==> src/rtl/cordic_pkg.sv <==
// Shared definitions for the CORDIC barrel-shift pipeline: shift-mode
// encoding and the default datapath width.
package cordic_pkg;

  localparam int DEFAULT_WIDTH = 16;

  typedef enum logic [1:0] {
    SM_ASR     = 2'b00,
    SM_LSR     = 2'b01,
    SM_LSL_SAT = 2'b10,
    SM_ASR_RND = 2'b11
  } shift_mode_t;

endpackage

==> src/rtl/cordic_shift_stage.sv <==
// One pipeline stage: conditionally shifts by SHIFT (a power of two) and
// registers the result with its travelling mode/shamt/sign/guard/sat sideband.
module cordic_shift_stage
  import cordic_pkg::*;
#(
  parameter int WIDTH = DEFAULT_WIDTH,
  parameter int SHW   = $clog2(WIDTH),
  parameter int SHIFT = 1
) (
  input  logic             clk,
  input  logic             rst_n,
  input  logic             in_valid,
  output logic             in_ready,
  input  logic [WIDTH-1:0] in_data,
  input  logic [SHW-1:0]   in_shamt,
  input  shift_mode_t      in_mode,
  input  logic             in_sign,
  input  logic             in_guard,
  input  logic             in_sat,
  output logic             out_valid,
  input  logic             out_ready,
  output logic [WIDTH-1:0] out_data,
  output logic [SHW-1:0]   out_shamt,
  output shift_mode_t      out_mode,
  output logic             out_sign,
  output logic             out_guard,
  output logic             out_sat
);

  localparam int BIT = $clog2(SHIFT);

  logic             load;
  logic             do_shift;
  logic [WIDTH-1:0] shifted;
  logic             guard_n;
  logic             sat_n;

  // Handshake: a word moves on a clock edge where valid && ready. The stage
  // reloads whenever it is empty or its content is leaving, so bubbles collapse.
  assign load     = !out_valid || out_ready;
  assign in_ready = load;
  assign do_shift = in_shamt[BIT];

  always_comb begin
    shifted = in_data;
    guard_n = in_guard;
    sat_n   = in_sat;
    if (do_shift) begin
      case (in_mode)
        SM_ASR, SM_ASR_RND: begin
          shifted = $signed(in_data) >>> SHIFT;
          guard_n = in_data[SHIFT-1];
        end
        SM_LSR: begin
          shifted = in_data >> SHIFT;
          guard_n = in_data[SHIFT-1];
        end
        default: begin
          shifted = in_data << SHIFT;
          // Every dropped bit plus the new MSB must still equal the operand sign.
          if (in_data[WIDTH-1 -: SHIFT+1] != {(SHIFT+1){in_sign}}) sat_n = 1'b1;
        end
      endcase
    end
  end

  always_ff @(posedge clk or negedge rst_n) begin
    if (!rst_n) begin
      out_valid <= 1'b0;
      out_data  <= '0;
      out_shamt <= '0;
      out_mode  <= SM_ASR;
      out_sign  <= 1'b0;
      out_guard <= 1'b0;
      out_sat   <= 1'b0;
    end else if (load) begin
      out_valid <= in_valid;
      if (in_valid) begin
        out_data  <= shifted;
        out_shamt <= in_shamt;
        out_mode  <= in_mode;
        out_sign  <= in_sign;
        out_guard <= guard_n;
        out_sat   <= sat_n;
      end
    end
  end

endmodule

==> src/rtl/cordic_shift_unit.sv <==
// Pipelined shifter (ASR, LSR, saturating LSL, rounded ASR) built from
// $clog2(WIDTH) binary-weighted stages with valid/ready flow control.
module cordic_shift_unit
  import cordic_pkg::*;
#(
  parameter int  WIDTH = DEFAULT_WIDTH,
  localparam int SHW   = $clog2(WIDTH)
) (
  input  logic             clk,
  input  logic             rst_n,
  input  logic             in_valid,
  output logic             in_ready,
  input  logic [WIDTH-1:0] in_data,
  input  logic [SHW-1:0]   in_shamt,
  input  logic [1:0]       in_mode,
  output logic             out_valid,
  input  logic             out_ready,
  output logic [WIDTH-1:0] out_data,
  output logic             out_sat
);

  logic             valid_a [0:SHW];
  logic             ready_a [0:SHW];
  logic [WIDTH-1:0] data_a  [0:SHW];
  logic [SHW-1:0]   shamt_a [0:SHW];
  shift_mode_t      mode_a  [0:SHW];
  logic             sign_a  [0:SHW];
  logic             guard_a [0:SHW];
  logic             sat_a   [0:SHW];

  assign valid_a[0] = in_valid;
  assign in_ready   = ready_a[0];
  assign data_a[0]  = in_data;
  assign shamt_a[0] = in_shamt;
  assign mode_a[0]  = shift_mode_t'(in_mode);
  assign sign_a[0]  = in_data[WIDTH-1];
  assign guard_a[0] = 1'b0;
  assign sat_a[0]   = 1'b0;

  assign ready_a[SHW] = out_ready;
  assign out_valid    = valid_a[SHW];

  for (genvar k = 0; k < SHW; k++) begin : g_stage
    cordic_shift_stage #(
      .WIDTH (WIDTH),
      .SHW   (SHW),
      .SHIFT (1 << k)
    ) u_stage (
      .clk       (clk),
      .rst_n     (rst_n),
      .in_valid  (valid_a[k]),
      .in_ready  (ready_a[k]),
      .in_data   (data_a[k]),
      .in_shamt  (shamt_a[k]),
      .in_mode   (mode_a[k]),
      .in_sign   (sign_a[k]),
      .in_guard  (guard_a[k]),
      .in_sat    (sat_a[k]),
      .out_valid (valid_a[k+1]),
      .out_ready (ready_a[k+1]),
      .out_data  (data_a[k+1]),
      .out_shamt (shamt_a[k+1]),
      .out_mode  (mode_a[k+1]),
      .out_sign  (sign_a[k+1]),
      .out_guard (guard_a[k+1]),
      .out_sat   (sat_a[k+1])
    );
  end

  // Finishing step on the final register: saturation pattern or round-half-up.
  // Driven purely from registered state, so it holds steady while stalled.
  always_comb begin
    out_data = data_a[SHW];
    out_sat  = 1'b0;
    if (mode_a[SHW] == SM_LSL_SAT && sat_a[SHW]) begin
      out_data = {sign_a[SHW], {(WIDTH-1){~sign_a[SHW]}}};
      out_sat  = 1'b1;
    end else if (mode_a[SHW] == SM_ASR_RND && shamt_a[SHW] != '0) begin
      out_data = data_a[SHW] + WIDTH'(guard_a[SHW]);
    end
  end

endmodule
==> config.mk <==
export PLATFORM = sky130hd
export DESIGN_NAME = cordic_shift_unit
export DESIGN_NICKNAME = d
export VERILOG_FILES = /design/src/rtl/cordic_pkg.sv /design/src/rtl/cordic_shift_stage.sv /design/src/rtl/cordic_shift_unit.sv
export SDC_FILE = /design/constraint.sdc
export NUM_CORES = 1
export LEC_CHECK = 0
export BUFFER_PORTS_ARGS = -buffer_cell sky130_fd_sc_hd__buf_2
export CORE_MARGIN = 3
export CORE_UTILIZATION = 65
export DETAILED_ROUTE_END_ITERATION = 10
export GPL_TIMING_DRIVEN = 0
export PLACE_DENSITY = 0.86
export RECOVER_POWER = 25
export SLEW_MARGIN = 20
export SYNTH_ARGS = -nofsm -noshare
export SYNTH_HDL_FRONTEND = slang
export SYNTH_SLANG_ARGS = --single-unit
==> constraint.sdc <==
create_clock -name clk -period 2.95 [get_ports clk]
set_input_delay 0.1475 -clock clk [delete_from_list [all_inputs] [get_ports clk]]
set_output_delay 0.1475 -clock clk [all_outputs]
set_load 0.005 [all_outputs]
==> run_results.csv, run 1 <==
group,metric,value,unit
run_status,status,"finished, final reports clean",
cells_and_area,synthToLayoutAreaGrowth,11.3,%
cts,clock_path_buffers,2,
timing,drv_slew,0,
worst_setup_path,path_max_fanout,10,
synth,synth_seq_cells,104,
cells_and_area,layout-drive-gt1-share,12.3,%
timing,hold_viol,0,
floorplanning,die_w,98.9,um
grt,grt_pass1_vias,4743,
cts,htreeDepth,3,
cts,cts_resized,0,
timing,period_needed,2620,ps
synth,syn-mean-instance-area,9.19,um2
timing,min_period_over_period,88.8,%
detailed_routing,drtPass1Iterations,5,
detailed_routing,routedWlPerCell,17.2,um
timing,finClkSkew,13.6,ps
synth,synth_top_area_cell,"dfrtp_1",
grt,grt_max_degree,80,
placed_design,port_buffers,43,
power,p_leak,2.82,nW
timing,setup_viol,0,
timing,rsz0062_at_grt,"no",
cells_and_area,seqCellArea,2600,um2
flow_run,max-cap-violations,0,
cts,cts-root-buf,"clkbuf_8",
cts,path_clk_slew,100,ps
synth,synth_edf_count,0,
synth,yosysTopAreaCellShare,46.4,%
timing,timing.fmax,0.382,GHz
worst_setup_path,cp_top_family,"simple AND/OR/NAND/NOR gates",
synth,synth.distinct_cells,48,
worst_setup_path,end_kind,"output port",
cells_and_area,antennaDiodeCount,0,
synth,synthFlopType,"dfrtp_1",
cells_and_area,nets,710,
cells_and_area,multi_input_area,2770,um2
worst_setup_path,worstPathArrival,2470,ps
detailed_routing,vias,4993,
grt,grt_usage,28.8,%
grt,antenna_found_initial,0,
grt,grt_overflow,0,
cts,clock_latency,380,ps
timing,fin_tns_setup,0,ps
synth,synthTopCellsByCount,"dfrtp_1 (104), nand2_1 (89), nor2_1 (51)",
grt,grt_pass1_wl,22.7,mm
floorplanning,ioPinCount,45,
power,ir_drop,0.372,mV
cts,holdBufCountCts,4,
worst_setup_path,crit_buf_inv,2,
cts,cts_buffers,9,
floorplanning,core_area,8300,um2
floorplanning,initial_core_util,67.6,%
synth,async_flop_share,100,%
timing,worst_slack,332,ps
cells_and_area,fillers,587,
timing,relSlewSlack,14.3,%
cells_and_area,final_util,75.3,%
synth,synthTopCellsByArea,"dfrtp_1 (46%), nand2_1 (6.0%), a211oi_1 (5.1%), a21o_1 (4.1%), a22oi_1 (3.5%)",
detailed_routing,finalWirelength,13.5,mm
worst_setup_path,crit_slowest_cell,"or4_1",
synth,post-synth-top-count-cell,"dfrtp_1",
synth,yosysWarnings,0,
floorplanning,rows,33,
cts,cts_setup_buffers,0,
detailed_routing,drc,0,
floorplanning,die_y,98.9,um
synth,synthCells,611,
timing,tightest_slew,1290,ps
worst_setup_path,critical_path_class,"flop to output port",
synth,ys_seq_area_share,46.4,%
worst_setup_path,critPathMaxStageDelay,500,ps
detailed_routing,drtIter0Drc,299,
placed_design,gp_congestion,0.950,
worst_setup_path,worst_ep_required_time,2800,ps
cts,clock_sinks,104,
power,power_density,820,nW/um2
hold_path,min_path_type,"input port to flop",
detailed_routing,vias_per_cell,6.39,
cts,cts_tree,"done",
synth,synth_area,5610,um2
worst_setup_path,cp-start-kind,"flop",
worst_setup_path,crit_chain,"nand4_1, or4_1, buf_2, or4_1, a31oi_1, buf_2",
floorplanning,die_area,9790,um2
synth,syn_nets,650,
detailed_routing,detail-route-antenna-nets,0,
placed_design,place_hpwl,9.98,mm
placed_design,dp_slack,741,ps
[state kept, by name, summed over array words and instances (netlist names)]
| register | cells |
|---|---|
| g_stage.u_stage.out_sign | 4 |
| g_stage.u_stage.out_sat | 4 |
| g_stage.u_stage.out_data | 64 |
| g_stage.u_stage.out_mode | 8 |
| g_stage.u_stage.out_shamt | 16 |
| g_stage.u_stage.out_valid | 4 |
| g_stage.u_stage.out_guard | 4 |
[stage by stage]
| step | cells | hold slack (ps) | total power, mW | area, um2 |
|---|---|---|---|---|
| after global placement | 759 | 350 | 3.97 | 5960 |
| final | 781 | 47.1 | 5.13 | 6250 |
| after detailed placement | 760 | 18.1 | 4.08 | 5990 |
| after floorplan | 611 | -148 | 3.47 | 5610 |
| after CTS | 780 | 0.316 | 5.11 | 6270 |
| after global routing | 781 | 51.5 | 5.46 | 6250 |
[cell usage in the layout (no fill, tap or decap), types with 8 or more instances in the layout]
master    count
a211oi_1     38
a21o_1       31
a21oi_1      15
a22oi_1      26
a31oi_1      15
buf_2        43
clkbuf_1     42
clkbuf_8      9
dfrtp_1     104
ha_1         13
inv_1        17
mux2_2       15
nand2_1      89
nand3_1       8
nand4_1       8
nor2_1       51
nor3_1       14
nor3b_1       8
o21ai_0      34
o31ai_1      11
[worst min-delay path: stages]
cell	delay [ps]
buf_2	120
nand2_1	60
o31ai_1	60
[routing by layer]
layer  global-route usage, %  vias up  share of wire (%)
met1                    33.2     2366                 38
met5                       0        -                  0
met2                    51.1      214                 52
met3                    4.81       53                5.3
met4                    15.4        0                4.7
li1                        -     2360                  -
[report_power, final]
group          internal [mW]  leakage [nW]  switching (mW)
combinational          0.756          1.42           0.938
sequential              1.88          1.28           0.537
clock                  0.499         0.119           0.520
[cell type report]
cell class	instances	area share, %
Multi-Input combinational cell	445	44.3
Clock buffer	9	1.98
Timing Repair Buffer	49	4.34
Clock inverter	7	1.74
Sequential cell	104	41.6
Inverter	17	1.02
Buffer	45	2.84
Tap cell	105	2.10
[kinds of logic after synthesis]
logic type / synth area share [%]
flops: 46.4
xor+xnor: 0.468
compound gates: 23.8
fa+ha+maj: 2.90
simple gates: 18.1
mux: 4.08
buf+inv: 4.30
[path summary, 6_finish.rpt]
kind / from / to / slack (ps) / cells after the start
setup / recovery: g_stage[3].u_stage.out_data[6]$_DFFE_PN0P_ / out_data[15] / 330 / 6
hold / removal: in_data[0] / g_stage[0].u_stage.out_guard$_DFFE_PN0P_ / 50 / 3
setup reg to reg: g_stage[0].u_stage.out_mode[0]$_DFFE_PN0P_ / g_stage[1].u_stage.out_data[9]$_DFFE_PN0P_ / 710 / 8
hold reg to reg: g_stage[2].u_stage.out_shamt[1]$_DFFE_PN0P_ / g_stage[3].u_stage.out_shamt[1]$_DFFE_PN0P_ / 500 / 2
max in group asynchronous: rst_n / g_stage[0].u_stage.out_data[4]$_DFFE_PN0P_ / 600 / 3
min in group asynchronous: rst_n / g_stage[3].u_stage.out_sign$_DFFE_PN0P_ / 570 / 2
No activity file was read; power rests on OpenSTA's default activity.
==> inputs of run 2 (changes only) <==
--- a/config.mk
+++ b/config.mk
@@ -6,11 +6,13 @@
 export NUM_CORES = 1
 export LEC_CHECK = 0
 export BUFFER_PORTS_ARGS = -buffer_cell sky130_fd_sc_hd__buf_2
+export CELL_PAD_IN_SITES_DETAIL_PLACEMENT = 0
+export CELL_PAD_IN_SITES_GLOBAL_PLACEMENT = 1
 export CORE_MARGIN = 3
-export CORE_UTILIZATION = 65
+export CORE_UTILIZATION = 50
 export DETAILED_ROUTE_END_ITERATION = 10
 export GPL_TIMING_DRIVEN = 0
-export PLACE_DENSITY = 0.86
+export PLACE_DENSITY_LB_ADDON = 0.1
 export RECOVER_POWER = 25
 export SLEW_MARGIN = 20
 export SYNTH_ARGS = -nofsm -noshare
==> run_results.csv, run 2 (synthesis gave the netlist of run 1 again) <==
group,metric,value,unit
floorplanning,die_w,112,um
timing,period_needed,2640,ps
worst_setup_path,reg2reg_from,"g_stage[0].u_stage.out_mode[0]$_DFFE_PN0P_",
timing,relSlewSlack,-3.27,%
hold_path,min_path_type,"input port to flop",
floorplanning,initial_core_util,51.6,%
floorplanning,ioPinCount,45,
placed_design,port_buffers,43,
grt,grt_pass1_vias,4621,
worst_setup_path,cp-start-kind,"flop",
grt,grt_max_degree,78,
detailed_routing,vias_per_cell,5.84,
floorplanning,die_y,112,um
timing,timing.fmax,0.379,GHz
worst_setup_path,crit_cells,7,
worst_setup_path,r2r_slack,720,ps
grt,grt_overflow,0,
cells_and_area,synthToLayoutAreaGrowth,12.3,%
worst_setup_path,crit_chain,"ha_1, ha_1, nand4_1, nor4_1, nand3_1, a31oi_1, buf_2",
cells_and_area,final_cell_mix,"dfrtp_1 (104), nand2_1 (89), nor2_1 (51)",
placed_design,place_hpwl,10.7,mm
cells_and_area,nets,710,
cts,path_clk_slew,100,ps
worst_setup_path,crit_slowest_cell,"nor4_1",
timing,tightest_slew,1550,ps
floorplanning,core_area,10900,um2
detailed_routing,routedWlPerCell,17.1,um
worst_setup_path,crit_buf_inv,1,
timing,fin_tns_setup,0,ps
cts,clock_latency,380,ps
run_status,status,"finished, violations left",
worst_setup_path,crit_end,"out_data[14]",
cells_and_area,largest_register,"g_stage.u_stage.out_data",
power,p_leak,2.82,nW
timing,rsz0062_at_grt,"no",
placed_design,gp_congestion,0.907,
cts,clock_path_buffers,2,
worst_setup_path,path_max_fanout,5,
cts,cts_tree,"done",
cells_and_area,reg_top3,"g_stage.u_stage.out_data x64, g_stage.u_stage.out_shamt x16, g_stage.u_stage.out_mode x8",
grt,grt_pass1_wl,22.9,mm
worst_setup_path,critical_path_class,"flop to output port",
cells_and_area,antennaDiodeCount,0,
floorplanning,die_area,12500,um2
cts,cts_resized,0,
worst_setup_path,worst_ep_required_time,2800,ps
worst_setup_path,worstPathArrival,2490,ps
grt,grt_usage,22.6,%
cts,cts_buffers,9,
cells_and_area,final_common_cell,"dfrtp_1",
cells_and_area,largest_reg_flops,64,
placed_design,dp_slack,751,ps
worst_setup_path,crit_top_cell,"ha_1",
detailed_routing,drtPass1Iterations,5,
grt,antenna_found_initial,0,
cts,cts-root-buf,"clkbuf_8",
detailed_routing,vias,4768,
detailed_routing,finalWirelength,14.0,mm
timing,setup_viol,0,
worst_setup_path,r2r_end,"g_stage[1].u_stage.out_data[12]$_DFFE_PN0P_",
timing,drv_slew,28,
power,power_density,807,nW/um2
timing,finClkSkew,9.33,ps
detailed_routing,detail-route-antenna-nets,0,
worst_setup_path,reg2regPathDepth,8,
worst_setup_path,end_kind,"output port",
power,ir_drop,0.344,mV
detailed_routing,drc,0,
cts,htreeDepth,3,
detailed_routing,drtIter0Drc,284,
cells_and_area,layout-drive-gt1-share,12.3,%
worst_setup_path,cp_top_family,"simple AND/OR/NAND/NOR gates",
cts,clock_sinks,104,
timing,hold_viol,0,
worst_setup_path,critPathMaxStageDelay,710,ps
run_status,violations,"capacitance limit, slew limit",
timing,worst_slack,314,ps
worst_setup_path,cp-startpoint,"g_stage[3].u_stage.out_data[0]$_DFFE_PN0P_",
flow_run,max-cap-violations,1,
floorplanning,rows,38,
timing,min_period_over_period,89.4,%
-- run 2: final cells by class --
type	count	area [um2]
well taps	140	175
fillers	984	4580
clock inverters	7	103
plain buffers	45	178
flip-flops and latches	104	2600
clock buffers	9	124
multi-input cells	445	2770
inverters	17	63.8
repair buffers	49	292
-- run 2: what timing repair did --
action / 4_1_cts / 5_1_grt
hold buffers: 5 / 0
setup buffers: 0 / 0
endpoints found under the hold margin: 87 / 0
-- run 2: per-layer routing --
| metal | routed length, um | track usage, % | share of wire [%] |
|---|---|---|---|
| met5 | 0 | 0 | 0 |
| met4 | 411 | 10.3 | 2.9 |
| met3 | 380 | 2.72 | 2.7 |
| met2 | 7410 | 42.0 | 53 |
| met1 | 5760 | 25.9 | 41 |
-- run 2: tightest hold or removal path: cells and delay by family --
family,cells,cell delay (ps)
AND/OR/NAND/NOR,1,60
buffers and inverters,1,120
AO/OA/AOI/OAI,1,60
-- run 2: power breakdown --
group | internal [mW] | switching (mW) | total, mW
combinational | 0.759 | 0.925 | 1.68
clock | 0.487 | 0.505 | 0.992
sequential | 1.88 | 0.538 | 2.41
total | 3.12 | 1.97 | 5.09
-- run 2: worst min-delay path by stage --
stage	end	startpoint	depth (start not counted)
after global routing	g_stage[0].u_stage.out_guard$_DFFE_PN0P_	in_data[0]	3
final	g_stage[0].u_stage.out_guard$_DFFE_PN0P_	in_data[0]	3
after detailed placement	g_stage[3].u_stage.out_data[3]$_DFFE_PN0P_	rst_n	1
after global placement	g_stage[0].u_stage.out_valid$_DFFE_PN0P_	in_valid	2
after floorplan	g_stage[0].u_stage.out_data[0]$_DFFE_PN0P_	rst_n	0
after CTS	g_stage[0].u_stage.out_guard$_DFFE_PN0P_	in_data[0]	3
-- run 2: through the flow --
step / utilization (%) / area, um2 / hold slack, ps / std cells / total power, mW
floorplan: - / 5610 / -148 / 611 / 3.47
global placement: 55.1 / 6000 / 348 / 794 / 4.05
detailed placement: 55.5 / 6040 / 29.4 / 795 / 4.12
CTS: 58.0 / 6310 / 33.1 / 816 / 5.12
global route: 57.9 / 6310 / 50.8 / 816 / 5.47
finish: 57.9 / 6310 / 46.3 / 816 / 5.09
==> inputs of run 3 (changes only) <==
--- a/config.mk
+++ b/config.mk
@@ -6,10 +6,10 @@
 export NUM_CORES = 1
 export LEC_CHECK = 0
 export BUFFER_PORTS_ARGS = -buffer_cell sky130_fd_sc_hd__buf_2
-export CELL_PAD_IN_SITES_DETAIL_PLACEMENT = 0
-export CELL_PAD_IN_SITES_GLOBAL_PLACEMENT = 1
+export CELL_PAD_IN_SITES_DETAIL_PLACEMENT = 1
+export CELL_PAD_IN_SITES_GLOBAL_PLACEMENT = 2
 export CORE_MARGIN = 3
-export CORE_UTILIZATION = 50
+export CORE_UTILIZATION = 41
 export DETAILED_ROUTE_END_ITERATION = 10
 export GPL_TIMING_DRIVEN = 0
 export PLACE_DENSITY_LB_ADDON = 0.1
==> run_results.csv, run 3 (synthesis gave the netlist of run 1 again) <==
group,metric,value,unit
cts,path_clk_slew,80,ps
grt,grt_pass1_wl,26.6,mm
power,power_density,846,nW/um2
timing,worst_slack,253,ps
cells_and_area,largest_register,"g_stage.u_stage.out_data",
timing,hold_viol,0,
cells_and_area,largest_reg_flops,64,
floorplanning,die_area,15100,um2
timing,timing.fmax,0.371,GHz
cts,cts-root-buf,"clkbuf_16",
cts,cts_tree,"done",
flow_run,max-cap-violations,1,
worst_setup_path,worstPathArrival,2550,ps
worst_setup_path,path_max_fanout,5,
placed_design,port_buffers,43,
floorplanning,die_y,123,um
timing,relSlewSlack,-25.2,%
worst_setup_path,cp-start-kind,"flop",
detailed_routing,drtPass1Iterations,4,
placed_design,place_hpwl,12.4,mm
cells_and_area,antennaDiodeCount,0,
worst_setup_path,worst_ep_required_time,2800,ps
worst_setup_path,crit_chain,"ha_1, ha_1, nand4_1, nor4_1, nand3_1, a31oi_1, buf_2",
worst_setup_path,crit_slowest_cell,"nor4_1",
timing,setup_viol,0,
worst_setup_path,crit_top_cell,"ha_1",
cts,clock_latency,360,ps
timing,rsz0062_at_grt,"no",
timing,period_needed,2700,ps
cts,cts_resized,0,
cts,holdBufCountCts,2,
worst_setup_path,critPathMaxStageDelay,690,ps
grt,grt_overflow,0,
timing,min_period_over_period,91.4,%
grt,grt_usage,22.4,%
timing,drv_slew,31,
placed_design,place_inst,831,
cells_and_area,reg_top3,"g_stage.u_stage.out_data x64, g_stage.u_stage.out_shamt x16, g_stage.u_stage.out_mode x8",
cells_and_area,final_cell_mix,"dfrtp_1 (104), nand2_1 (89), nor2_1 (51)",
worst_setup_path,critical_path_class,"flop to output port",
hold_path,min_path_type,"input port to flop",
timing,fin_tns_setup,0,ps
cells_and_area,layout-drive-gt1-share,12.3,%
detailed_routing,drc,0,
placed_design,gp_congestion,0.849,
detailed_routing,finalWirelength,16.1,mm
detailed_routing,drtIter0Drc,246,
cts,clock_sinks,104,
run_status,violations,"capacitance limit, slew limit",
detailed_routing,detail-route-antenna-nets,0,
timing,tightest_slew,1880,ps
detailed_routing,vias,4911,
run_status,status,"finished, violations left",
floorplanning,ioPinCount,45,
power,ir_drop,0.395,mV
cells_and_area,final_cells,849,
floorplanning,core_area,13300,um2
worst_setup_path,end_kind,"output port",
cells_and_area,multi_input_area,2770,um2
cts,clock_path_buffers,2,
grt,grt_max_degree,75,
power,p_leak,2.84,nW
cts,cts_buffers,9,
placed_design,dp_slack,656,ps
cells_and_area,seqCellArea,2600,um2
timing,finClkSkew,14.6,ps
floorplanning,initial_core_util,42.2,%
cells_and_area,fillers,1574,
floorplanning,die_w,123,um
cts,cts_setup_buffers,0,
cells_and_area,synthToLayoutAreaGrowth,13.9,%
detailed_routing,routedWlPerCell,19.0,um
grt,grt_pass1_vias,4925,
cells_and_area,nets,707,
floorplanning,rows,42,
grt,antenna_found_initial,0,
cells_and_area,final_common_cell,"dfrtp_1",
cts,htreeDepth,3,
detailed_routing,vias_per_cell,5.78,
[run 3: cell types whose count changed in the layout (fill, tap and decap cells not counted), sizes merged]
| cell | delta |
|---|---|
| clkinv | -1 |
| bufinv | -2 |
| inv | +3 |
| dlygate4sd3 | -3 |
[run 3: metrics by stage]
| stage | util (%) | hold WS (ps) | total power [mW] | cell area, um2 |
|---|---|---|---|---|
| after floorplan | - | -148 | 3.47 | 5610 |
| after global placement | 45.5 | 351 | 4.14 | 6050 |
| after global routing | 48.1 | 4.31 | 5.80 | 6390 |
| after CTS | 48.1 | 7.08 | 5.44 | 6400 |
| after detailed placement | 45.8 | 54.6 | 4.23 | 6080 |
| final | 48.1 | 21.3 | 5.41 | 6390 |
[run 3: per-layer routing]
| metal | track usage, % | vias to the layer above | part of all wire [%] |
|---|---|---|---|
| li1 | - | 2341 | - |
| met1 | 33.9 | 2475 | 50 |
| met2 | 34.1 | 85 | 45 |
| met3 | 3.75 | 10 | 3.6 |
| met4 | 4.71 | 0 | 0.93 |
| met5 | 0 | - | 0 |
[run 3: layout make-up]
cell class              count  area share, %
inverters                  17          0.998
plain buffers              45           2.78
clock inverters             7           1.14
multi-input cells         445           43.3
clock buffers               9           3.52
repair buffers             46           4.09
flip-flops and latches    104           40.7
well taps                 176           3.44
[run 3: power by group]
part	switching, mW	internal, mW	total (mW)
clock network	0.597	0.601	1.20
logic	0.983	0.758	1.74
registers	0.589	1.88	2.47
[run 3: worst max-delay path, delay by kind of cell (launching register included)]
family	cells	cell delay, ps
simple gates	3	1060
flops	1	410
fa+ha+maj	2	380
compound gates	1	200
buf+inv	1	140
[run 3: worst paths after layout]
| check | start | end | slack [ps] | cells past startpoint |
|---|---|---|---|---|
| max in group asynchronous | rst_n | g_stage[0].u_stage.out_sign$_DFFE_PN0P_ | 980 | 3 |
| max reg2reg | g_stage[0].u_stage.out_mode[0]$_DFFE_PN0P_ | g_stage[1].u_stage.out_data[9]$_DFFE_PN0P_ | 670 | 8 |
| min | in_shamt[3] | g_stage[0].u_stage.out_shamt[3]$_DFFE_PN0P_ | 20 | 2 |
| min in group asynchronous | rst_n | g_stage[2].u_stage.out_data[3]$_DFFE_PN0P_ | 850 | 2 |
| max | g_stage[3].u_stage.out_guard$_DFFE_PN0P_ | out_data[14] | 250 | 7 |
| min reg2reg | g_stage[2].u_stage.out_shamt[0]$_DFFE_PN0P_ | g_stage[3].u_stage.out_shamt[0]$_DFFE_PN0P_ | 470 | 2 |
